[src/rtl/mem_access_arbiter_pkg.sv]
// mem_arb_pkg
// Shared definitions for the memory access arbiter: FSM state encoding,
// port identifiers, the default RAM word-address width and the
// request-to-ready latencies of each access kind (counted in clock cycles
// from the IDLE cycle in which the request is granted).
package mem_arb_pkg;

    // Default RAM word-address width (2^19 words of 32 bits).
    localparam int ADDR_W_DEF = 19;

    // Arbiter sequencing states.
    typedef enum logic [2:0] {
        IDLE,
        ISSUE,
        WAIT0,
        WAIT1,
        DONE
    } arb_state_t;

    // Port identifiers, also used as the round-robin memory.
    typedef logic port_id_t;
    localparam port_id_t PORT_CPU = 1'b0;
    localparam port_id_t PORT_EXT = 1'b1;

    // Grant-to-ready latencies.
    localparam int LAT_REJECT     = 1;
    localparam int LAT_WRITE      = 2;
    localparam int LAT_READ       = 3;
    localparam int LAT_READ_SPLIT = 4;

endpackage

[src/rtl/mem_access_arbiter_if.sv]
// mem_access_arbiter_if
// Bundles the two requester ports (CPU and external loader/debug) and the
// RAM drive/return signals of the memory access arbiter.
//   cpu_*  : byte-addressed CPU port (req/we/addr/wdata in, ready/rdata/err out)
//   ext_*  : word-addressed loader port (req/we/addr/wdata in, ready/rdata out)
//   ram_*  : registered RAM drive (addr/wdata/wren out), ram_q read data in
// Modport slave is the arbiter side, modport master is the requester/RAM side.
interface mem_access_arbiter_if
    import mem_arb_pkg::*;
#(
    parameter int ADDR_W = ADDR_W_DEF,
    parameter int DATA_W = 32
);

    logic              cpu_req;
    logic              cpu_we;
    logic [31:0]       cpu_addr;
    logic [DATA_W-1:0] cpu_wdata;
    logic              cpu_ready;
    logic [DATA_W-1:0] cpu_rdata;
    logic              cpu_err;

    logic              ext_req;
    logic              ext_we;
    logic [ADDR_W-1:0] ext_addr;
    logic [DATA_W-1:0] ext_wdata;
    logic              ext_ready;
    logic [DATA_W-1:0] ext_rdata;

    logic [ADDR_W-1:0] ram_addr;
    logic [DATA_W-1:0] ram_wdata;
    logic              ram_wren;
    logic [DATA_W-1:0] ram_q;

    modport slave (
        input  cpu_req, cpu_we, cpu_addr, cpu_wdata,
        output cpu_ready, cpu_rdata, cpu_err,
        input  ext_req, ext_we, ext_addr, ext_wdata,
        output ext_ready, ext_rdata,
        output ram_addr, ram_wdata, ram_wren,
        input  ram_q
    );

    modport master (
        output cpu_req, cpu_we, cpu_addr, cpu_wdata,
        input  cpu_ready, cpu_rdata, cpu_err,
        output ext_req, ext_we, ext_addr, ext_wdata,
        input  ext_ready, ext_rdata,
        input  ram_addr, ram_wdata, ram_wren,
        output ram_q
    );

endinterface

[src/rtl/mem_access_arbiter_word_merge.sv]
// word_merge
// Combinational big-endian funnel shift used for unaligned CPU loads.
//   w0   : in  32  word holding the first addressed byte
//   w1   : in  32  following word
//   r    : in  2   byte offset into w0
//   data : out 32  upper 32 bits of {w0,w1} shifted left by 8*r
module word_merge (
    input  logic [31:0] w0,
    input  logic [31:0] w1,
    input  logic [1:0]  r,
    output logic [31:0] data
);

    logic [63:0] joined;
    logic        unused_low_bits;

    // The bytes that fall off the bottom of the 64-bit window are never
    // part of the result.
    always_comb begin
        joined = {w0, w1} << {r, 3'b000};
        data   = joined[63:32];
    end

    assign unused_low_bits = ^joined[31:0];

endmodule

[src/rtl/mem_access_arbiter.sv]
// mem_access_arbiter
// Shares one single-port synchronous RAM (1-cycle read latency) between a
// CPU port and an external loader/debug port. Ties are broken round-robin.
// CPU loads may be unaligned and are assembled from two consecutive words;
// unaligned CPU stores are rejected with cpu_err.
//   clk   : in  1   clock, rising edge
//   rst_n : in  1   asynchronous active-low reset
//   bus   : mem_access_arbiter_if.slave (CPU port, ext port, RAM drive)
module mem_access_arbiter
    import mem_arb_pkg::*;
#(
    parameter int ADDR_W = ADDR_W_DEF,
    parameter int DATA_W = 32          // only 32 is supported
)(
    input  logic                 clk,
    input  logic                 rst_n,
    mem_access_arbiter_if.slave  bus
);

    arb_state_t        state;
    port_id_t          last_grant;
    port_id_t          gnt_port;
    logic              lat_we;
    logic [ADDR_W-1:0] lat_addr;
    logic [1:0]        lat_off;
    logic [DATA_W-1:0] w0;

    port_id_t          pick;
    logic              sel_we;
    logic [ADDR_W-1:0] sel_addr;
    logic [DATA_W-1:0] sel_wdata;
    logic [1:0]        sel_off;
    logic [31:0]       merged;
    logic              unused_addr_bits;

    // Bits of the CPU byte address above the RAM word address are ignored.
    assign unused_addr_bits = ^bus.cpu_addr[31:ADDR_W+2];

    // Choose the port to grant: the only requester, or on a tie the port
    // that did not win last time. Then mux that port's request fields.
    always_comb begin
        pick = PORT_CPU;
        if (bus.cpu_req && bus.ext_req) begin
            pick = (last_grant == PORT_CPU) ? PORT_EXT : PORT_CPU;
        end else if (bus.ext_req) begin
            pick = PORT_EXT;
        end

        if (pick == PORT_CPU) begin
            sel_we    = bus.cpu_we;
            sel_addr  = bus.cpu_addr[ADDR_W+1:2];
            sel_wdata = bus.cpu_wdata;
            sel_off   = bus.cpu_addr[1:0];
        end else begin
            sel_we    = bus.ext_we;
            sel_addr  = bus.ext_addr;
            sel_wdata = bus.ext_wdata;
            sel_off   = 2'b00;
        end
    end

    // Second word of an unaligned load comes straight from the RAM output.
    word_merge u_word_merge (
        .w0   (w0),
        .w1   (bus.ram_q),
        .r    (lat_off),
        .data (merged)
    );

    // Sequencer. Ready, err and wren default low every cycle so each is a
    // single-cycle pulse. The RAM address is advanced to W+1 already when
    // leaving ISSUE, so the second word arrives one cycle after the first.
    always_ff @(posedge clk or negedge rst_n) begin
        if (!rst_n) begin
            state         <= IDLE;
            last_grant    <= PORT_EXT;
            gnt_port      <= PORT_CPU;
            lat_we        <= 1'b0;
            lat_addr      <= '0;
            lat_off       <= 2'b00;
            w0            <= '0;
            bus.cpu_ready <= 1'b0;
            bus.cpu_err   <= 1'b0;
            bus.cpu_rdata <= '0;
            bus.ext_ready <= 1'b0;
            bus.ext_rdata <= '0;
            bus.ram_addr  <= '0;
            bus.ram_wdata <= '0;
            bus.ram_wren  <= 1'b0;
        end else begin
            bus.cpu_ready <= 1'b0;
            bus.cpu_err   <= 1'b0;
            bus.ext_ready <= 1'b0;
            bus.ram_wren  <= 1'b0;

            case (state)
                IDLE: begin
                    if (bus.cpu_req || bus.ext_req) begin
                        last_grant <= pick;
                        gnt_port   <= pick;
                        lat_we     <= sel_we;
                        lat_addr   <= sel_addr;
                        lat_off    <= sel_off;
                        if (pick == PORT_CPU && sel_we && sel_off != 2'b00) begin
                            bus.cpu_ready <= 1'b1;
                            bus.cpu_err   <= 1'b1;
                            state         <= DONE;
                        end else begin
                            bus.ram_addr  <= sel_addr;
                            bus.ram_wdata <= sel_wdata;
                            bus.ram_wren  <= sel_we;
                            state         <= ISSUE;
                        end
                    end
                end

                ISSUE: begin
                    if (lat_we) begin
                        if (gnt_port == PORT_CPU) begin
                            bus.cpu_ready <= 1'b1;
                        end else begin
                            bus.ext_ready <= 1'b1;
                        end
                        state <= DONE;
                    end else begin
                        if (lat_off != 2'b00) begin
                            bus.ram_addr <= lat_addr + ADDR_W'(1);
                        end
                        state <= WAIT0;
                    end
                end

                WAIT0: begin
                    if (lat_off == 2'b00) begin
                        if (gnt_port == PORT_CPU) begin
                            bus.cpu_rdata <= bus.ram_q;
                            bus.cpu_ready <= 1'b1;
                        end else begin
                            bus.ext_rdata <= bus.ram_q;
                            bus.ext_ready <= 1'b1;
                        end
                        state <= DONE;
                    end else begin
                        w0    <= bus.ram_q;
                        state <= WAIT1;
                    end
                end

                WAIT1: begin
                    bus.cpu_rdata <= merged;
                    bus.cpu_ready <= 1'b1;
                    state         <= DONE;
                end

                DONE: begin
                    state <= IDLE;
                end

                default: begin
                    state <= IDLE;
                end
            endcase
        end
    end

endmodule

[src/flat_wrapper.sv]
// flat-port wrapper written by rule: the top's interface ports become plain ports
module mem_access_arbiter_flat import mem_arb_pkg::*;
#(
    parameter int ADDR_W = ADDR_W_DEF,
    parameter int DATA_W = 32                                 
)
  (clk, rst_n, bus_cpu_req, bus_cpu_we, bus_cpu_addr, bus_cpu_wdata, bus_cpu_ready, bus_cpu_rdata, bus_cpu_err, bus_ext_req, bus_ext_we, bus_ext_addr, bus_ext_wdata, bus_ext_ready, bus_ext_rdata, bus_ram_addr, bus_ram_wdata, bus_ram_wren, bus_ram_q);
  mem_access_arbiter_if #(.ADDR_W(ADDR_W), .DATA_W(DATA_W)) bus_i ();
  input  logic clk;
  input  logic rst_n;
  input wire logic [$bits(bus_i.cpu_req)-1:0] bus_cpu_req;
  input wire logic [$bits(bus_i.cpu_we)-1:0] bus_cpu_we;
  input wire logic [$bits(bus_i.cpu_addr)-1:0] bus_cpu_addr;
  input wire logic [$bits(bus_i.cpu_wdata)-1:0] bus_cpu_wdata;
  output wire logic [$bits(bus_i.cpu_ready)-1:0] bus_cpu_ready;
  output wire logic [$bits(bus_i.cpu_rdata)-1:0] bus_cpu_rdata;
  output wire logic [$bits(bus_i.cpu_err)-1:0] bus_cpu_err;
  input wire logic [$bits(bus_i.ext_req)-1:0] bus_ext_req;
  input wire logic [$bits(bus_i.ext_we)-1:0] bus_ext_we;
  input wire logic [$bits(bus_i.ext_addr)-1:0] bus_ext_addr;
  input wire logic [$bits(bus_i.ext_wdata)-1:0] bus_ext_wdata;
  output wire logic [$bits(bus_i.ext_ready)-1:0] bus_ext_ready;
  output wire logic [$bits(bus_i.ext_rdata)-1:0] bus_ext_rdata;
  output wire logic [$bits(bus_i.ram_addr)-1:0] bus_ram_addr;
  output wire logic [$bits(bus_i.ram_wdata)-1:0] bus_ram_wdata;
  output wire logic [$bits(bus_i.ram_wren)-1:0] bus_ram_wren;
  input wire logic [$bits(bus_i.ram_q)-1:0] bus_ram_q;
  assign bus_i.cpu_req = bus_cpu_req;
  assign bus_i.cpu_we = bus_cpu_we;
  assign bus_i.cpu_addr = bus_cpu_addr;
  assign bus_i.cpu_wdata = bus_cpu_wdata;
  assign bus_cpu_ready = bus_i.cpu_ready;
  assign bus_cpu_rdata = bus_i.cpu_rdata;
  assign bus_cpu_err = bus_i.cpu_err;
  assign bus_i.ext_req = bus_ext_req;
  assign bus_i.ext_we = bus_ext_we;
  assign bus_i.ext_addr = bus_ext_addr;
  assign bus_i.ext_wdata = bus_ext_wdata;
  assign bus_ext_ready = bus_i.ext_ready;
  assign bus_ext_rdata = bus_i.ext_rdata;
  assign bus_ram_addr = bus_i.ram_addr;
  assign bus_ram_wdata = bus_i.ram_wdata;
  assign bus_ram_wren = bus_i.ram_wren;
  assign bus_i.ram_q = bus_ram_q;
  mem_access_arbiter #(.ADDR_W(ADDR_W), .DATA_W(DATA_W)) u_core (.clk(clk), .rst_n(rst_n), .bus(bus_i));
endmodule
[config.mk]
export PLATFORM = sky130hd
export DESIGN_NAME = mem_access_arbiter_flat
export DESIGN_NICKNAME = d
export VERILOG_FILES = /design/src/rtl/mem_access_arbiter_pkg.sv /design/src/rtl/mem_access_arbiter_if.sv /design/src/rtl/mem_access_arbiter_word_merge.sv /design/src/rtl/mem_access_arbiter.sv /design/src/flat_wrapper.sv
export SDC_FILE = /design/constraint.sdc
export NUM_CORES = 1
export LEC_CHECK = 0
export BUFFER_PORTS_ARGS = -buffer_cell sky130_fd_sc_hd__buf_4
export CAP_MARGIN = 20
export CORE_ASPECT_RATIO = 2
export CORE_MARGIN = 5
export CORE_UTILIZATION = 40
export DETAILED_ROUTE_END_ITERATION = 8
export PLACE_DENSITY = 0.66
export SYNTH_ARGS = -nofsm -noshare
export SYNTH_HDL_FRONTEND = slang
export SYNTH_SLANG_ARGS = --single-unit
export TNS_END_PERCENT = 20
[constraint.sdc]
create_clock -name clk -period 2 [get_ports clk]
set_input_delay 0.1 -clock clk [delete_from_list [all_inputs] [get_ports clk]]
set_output_delay 0.1 -clock clk [all_outputs]
set_load 0.005 [all_outputs]
==> flow_summary.ini <==
[min_path]
whs_endpoint = u_core.lat_addr[9]
whs_path_depth = 3
holdCritStartpoint = bus_ext_addr[9]
hold_class = input pin to flip-flop

[logic_synthesis]
syn-num-nets = 938
synth-async-reset-ratio_pct = 100.0
syn_inst = 784
yosysSeqAreaShare_pct = 51.47
synth-compound-area-share_pct = 9.250
synth_fa_ha_area_share_pct = 0.1445
synthSimpleGateAreaFrac_pct = 12.14
yosysWarnings = 0
synth_top_family_by_area = multiplexers
synth_cell_type_count = 46
synthXorXnorAreaFrac_pct = 1.416
syn-mean-instance-area_sq_um = 11.04
synth_ff_type = dfrtp_1
ys_ff_latch = 178
muxShareOfSynthArea_pct = 22.43
synth_area_sq_um = 8657
synth-edff-count = 0

[die]
die_w_um = 114.0
initial_core_util_pct = 40.28
dieArea_sq_um = 24860
die_height_um = 218.1
coreArea_sq_um = 21490
io_pins = 272
num_rows = 76

[clocking]
cts_made_buffers = 17
htree_levels = 4
post-cts-setup-buffer-count = 0
worst_skew_pair.late_latency_ns = 0.44
clockBufferDepth = 2
numClockSinks = 178
clock-root-buffer = clkbuf_16
clk_pin_slew_ns = 0.07
cts_tree = built

[route]
via_per_inst = 5.121
first_pass_iters = 6
vias = 7461
wl_per_cell_um = 17.73
ant_nets = 0
wirelength_um = 25840
drc_errors = 0
drtIter0Drc = 329

[layout]
fill_cells = 1744
register_area_sq_um = 4457
fin_nets = 1325
fin_cells = 1457
multi_input_area_sq_um = 3954
syn2layout_area_growth_pct = 50.38
drive_above_1_share_pct = 36.91
post-route-util_pct = 60.58
diodes = 0
final_common_cell = buf_4
layout_common_cells = 282 x buf_4, 176 x dfrtp_1, 156 x nand2_1

[critical_path]
r2r.worst_path.cells = 6
r2r_start = u_core.state[0]
slowest_delay_ns = 0.57
crit_family = buffers and inverters
cp.arrival_ns = 2.27
r2r_slack_ns = 0.10
rr_endpoint = u_core.last_grant
endpoint_kind = flip-flop
path_max_fanout = 7
required_ns = 2.37
cp-start-kind = flip-flop
timing.critical_path.buf_inv = 3
worstSetupPathType = flip-flop to flip-flop
cp_cell_sequence = buf_4 > nor3_1 > buf_4 > a21oi_1 > a31oi_1 > dlygate4sd3_1
slowest_stage = dlygate4sd3_1
crit_top_cell = buf_4

[grt]
grt_pass1_wl_um = 41280
grt_usage_pct = 21.11
overflow = 0
antenna_found_initial = 0
grt_pass1_vias = 7810
grt_max_degree = 71

[sta]
final_hold_viol_count = 0
maxSlewHeadroom_pct = 58.84
max_clock_freq_mhz = 527.1
timing.final.ws_setup_ns = 0.1030
rsz0062_at_grt = no
maxSlewViolCount = 0
period_minus_slack_ns = 1.897
finClkSkew_ns = 0.01350
finalSetupTns_ns = 0
finalSetupViolCount = 0
finalCritPeriodShare_pct = 94.85
worst_slew_pin_slew_ns = 0.6175

[place]
gp_congestion = 0.8399
pre_cts_slack_ns = 0.1085
dp_hpwl_um = 17890
port_buffers = 260
dp_cells = 1297

[power_and_ir_drop]
ir_worst_vdd_uv = 742.2
p_leak_nw = 6.234
power_mw = 18.02
power.density_nw_per_um2 = 1384

[run]
maxCapViolations = 0

[status]
outcome = finished, final reports clean
[tightest hold or removal path: cells and delay by family]
kind / cells / cell delay (ns)
buffers and inverters: 1 / 0.08
AO/OA/AOI/OAI: 1 / 0.17
multiplexers: 1 / 0.07
[cell type report]
type / count / area share, %
clock inverter: 14 / 1.365
inverter: 2 / 0.05766
tap: 273 / 2.624
timing repair buffer: 423 / 28.05
clock buffer: 18 / 3.297
sequential: 178 / 34.23
multi-input combinational: 549 / 30.37
[routing by layer]
metal	vias to the layer above	wire length, um	GRT usage [%]
li1	3560	-	-
met1	3629	9326	22.72
met2	227	14600	39.71
met3	45	1260	4.332
met4	0	647	7.848
met5	-	0	0
[through the flow]
step / hold slack, ns / instance area (sq um)
floorplan: -0.1956 / 8657
global placement: 0.1555 / 11130
detailed placement: 0.1607 / 11130
CTS: 0.001485 / 13020
global route: 0.02838 / 13020
finish: 0.01662 / 13020
[flip-flops by register name (all words and copies together), names as in the netlist, 2 cells and up]
| register | cells |
|---|---|
| u_core.state | 3 |
| u_core.bus.ram_addr | 19 |
| u_core.w0 | 32 |
| u_core.lat_off | 2 |
| u_core.bus.cpu_rdata | 32 |
| u_core.bus.ext_rdata | 32 |
| u_core.lat_addr | 19 |
| u_core.bus.ram_wdata | 32 |
[how the worst max path moves through the flow]
| stage | from | end | slack (ns) | depth (start not counted) |
|---|---|---|---|---|
| 3_5_place_dp | u_core.last_grant | u_core.bus.ram_addr[14] | 0.11 | 6 |
| 4_1_cts | u_core.last_grant | u_core.lat_addr[0] | 0.09 | 7 |
| 6_report | u_core.state[0] | u_core.last_grant | 0.10 | 6 |
| 2_1_floorplan | u_core.state[1] | u_core.bus.ram_addr[13] | 0.17 | 8 |
| 5_1_grt | u_core.state[0] | u_core.last_grant | 0.003 | 6 |
| 3_3_place_gp | u_core.last_grant | u_core.bus.ram_addr[13] | 0.14 | 6 |
[timing repair]
action,4_1_cts,5_1_grt
hold buffers,128,0
hold endpoints to repair,195,0
setup endpoints to repair,0,1
gates resized for setup,0,1
[cells in the mapped netlist, types with 5 or more instances]
cell type	number	area, sq um
dfrtp_1	177	4429
nand2_1	157	589.3
o21ai_0	76	380.4
mux2_2	63	709.4
mux2i_1	50	500.5
nor2_1	50	187.7
a31oi_1	34	212.7
mux4_2	32	720.7
clkbuf_1	26	97.59
buf_2	23	115.1
a21oi_1	9	45.04
nand3_1	8	40.04
xor2_1	8	70.07
nor3_1	6	30.03
xnor2_1	6	52.55
or3_1	5	31.28
[report_power, final]
part           switching (mW)  internal [mW]  total [mW]
logic                    3.52           4.46        7.98
registers                1.20           5.35        6.55
clock network            1.50           1.98        3.49
total                    6.22           11.8        18.0
[kinds of logic after synthesis]
family,count (synthesis)
AO/OA/AOI/OAI,139
AND/OR/NAND/NOR,249
XOR/XNOR,14
multiplexers,146
flip-flops,178
buffers and inverters,57
adder cells (fa/ha/maj),1
No activity file was read; power rests on OpenSTA's default activity.
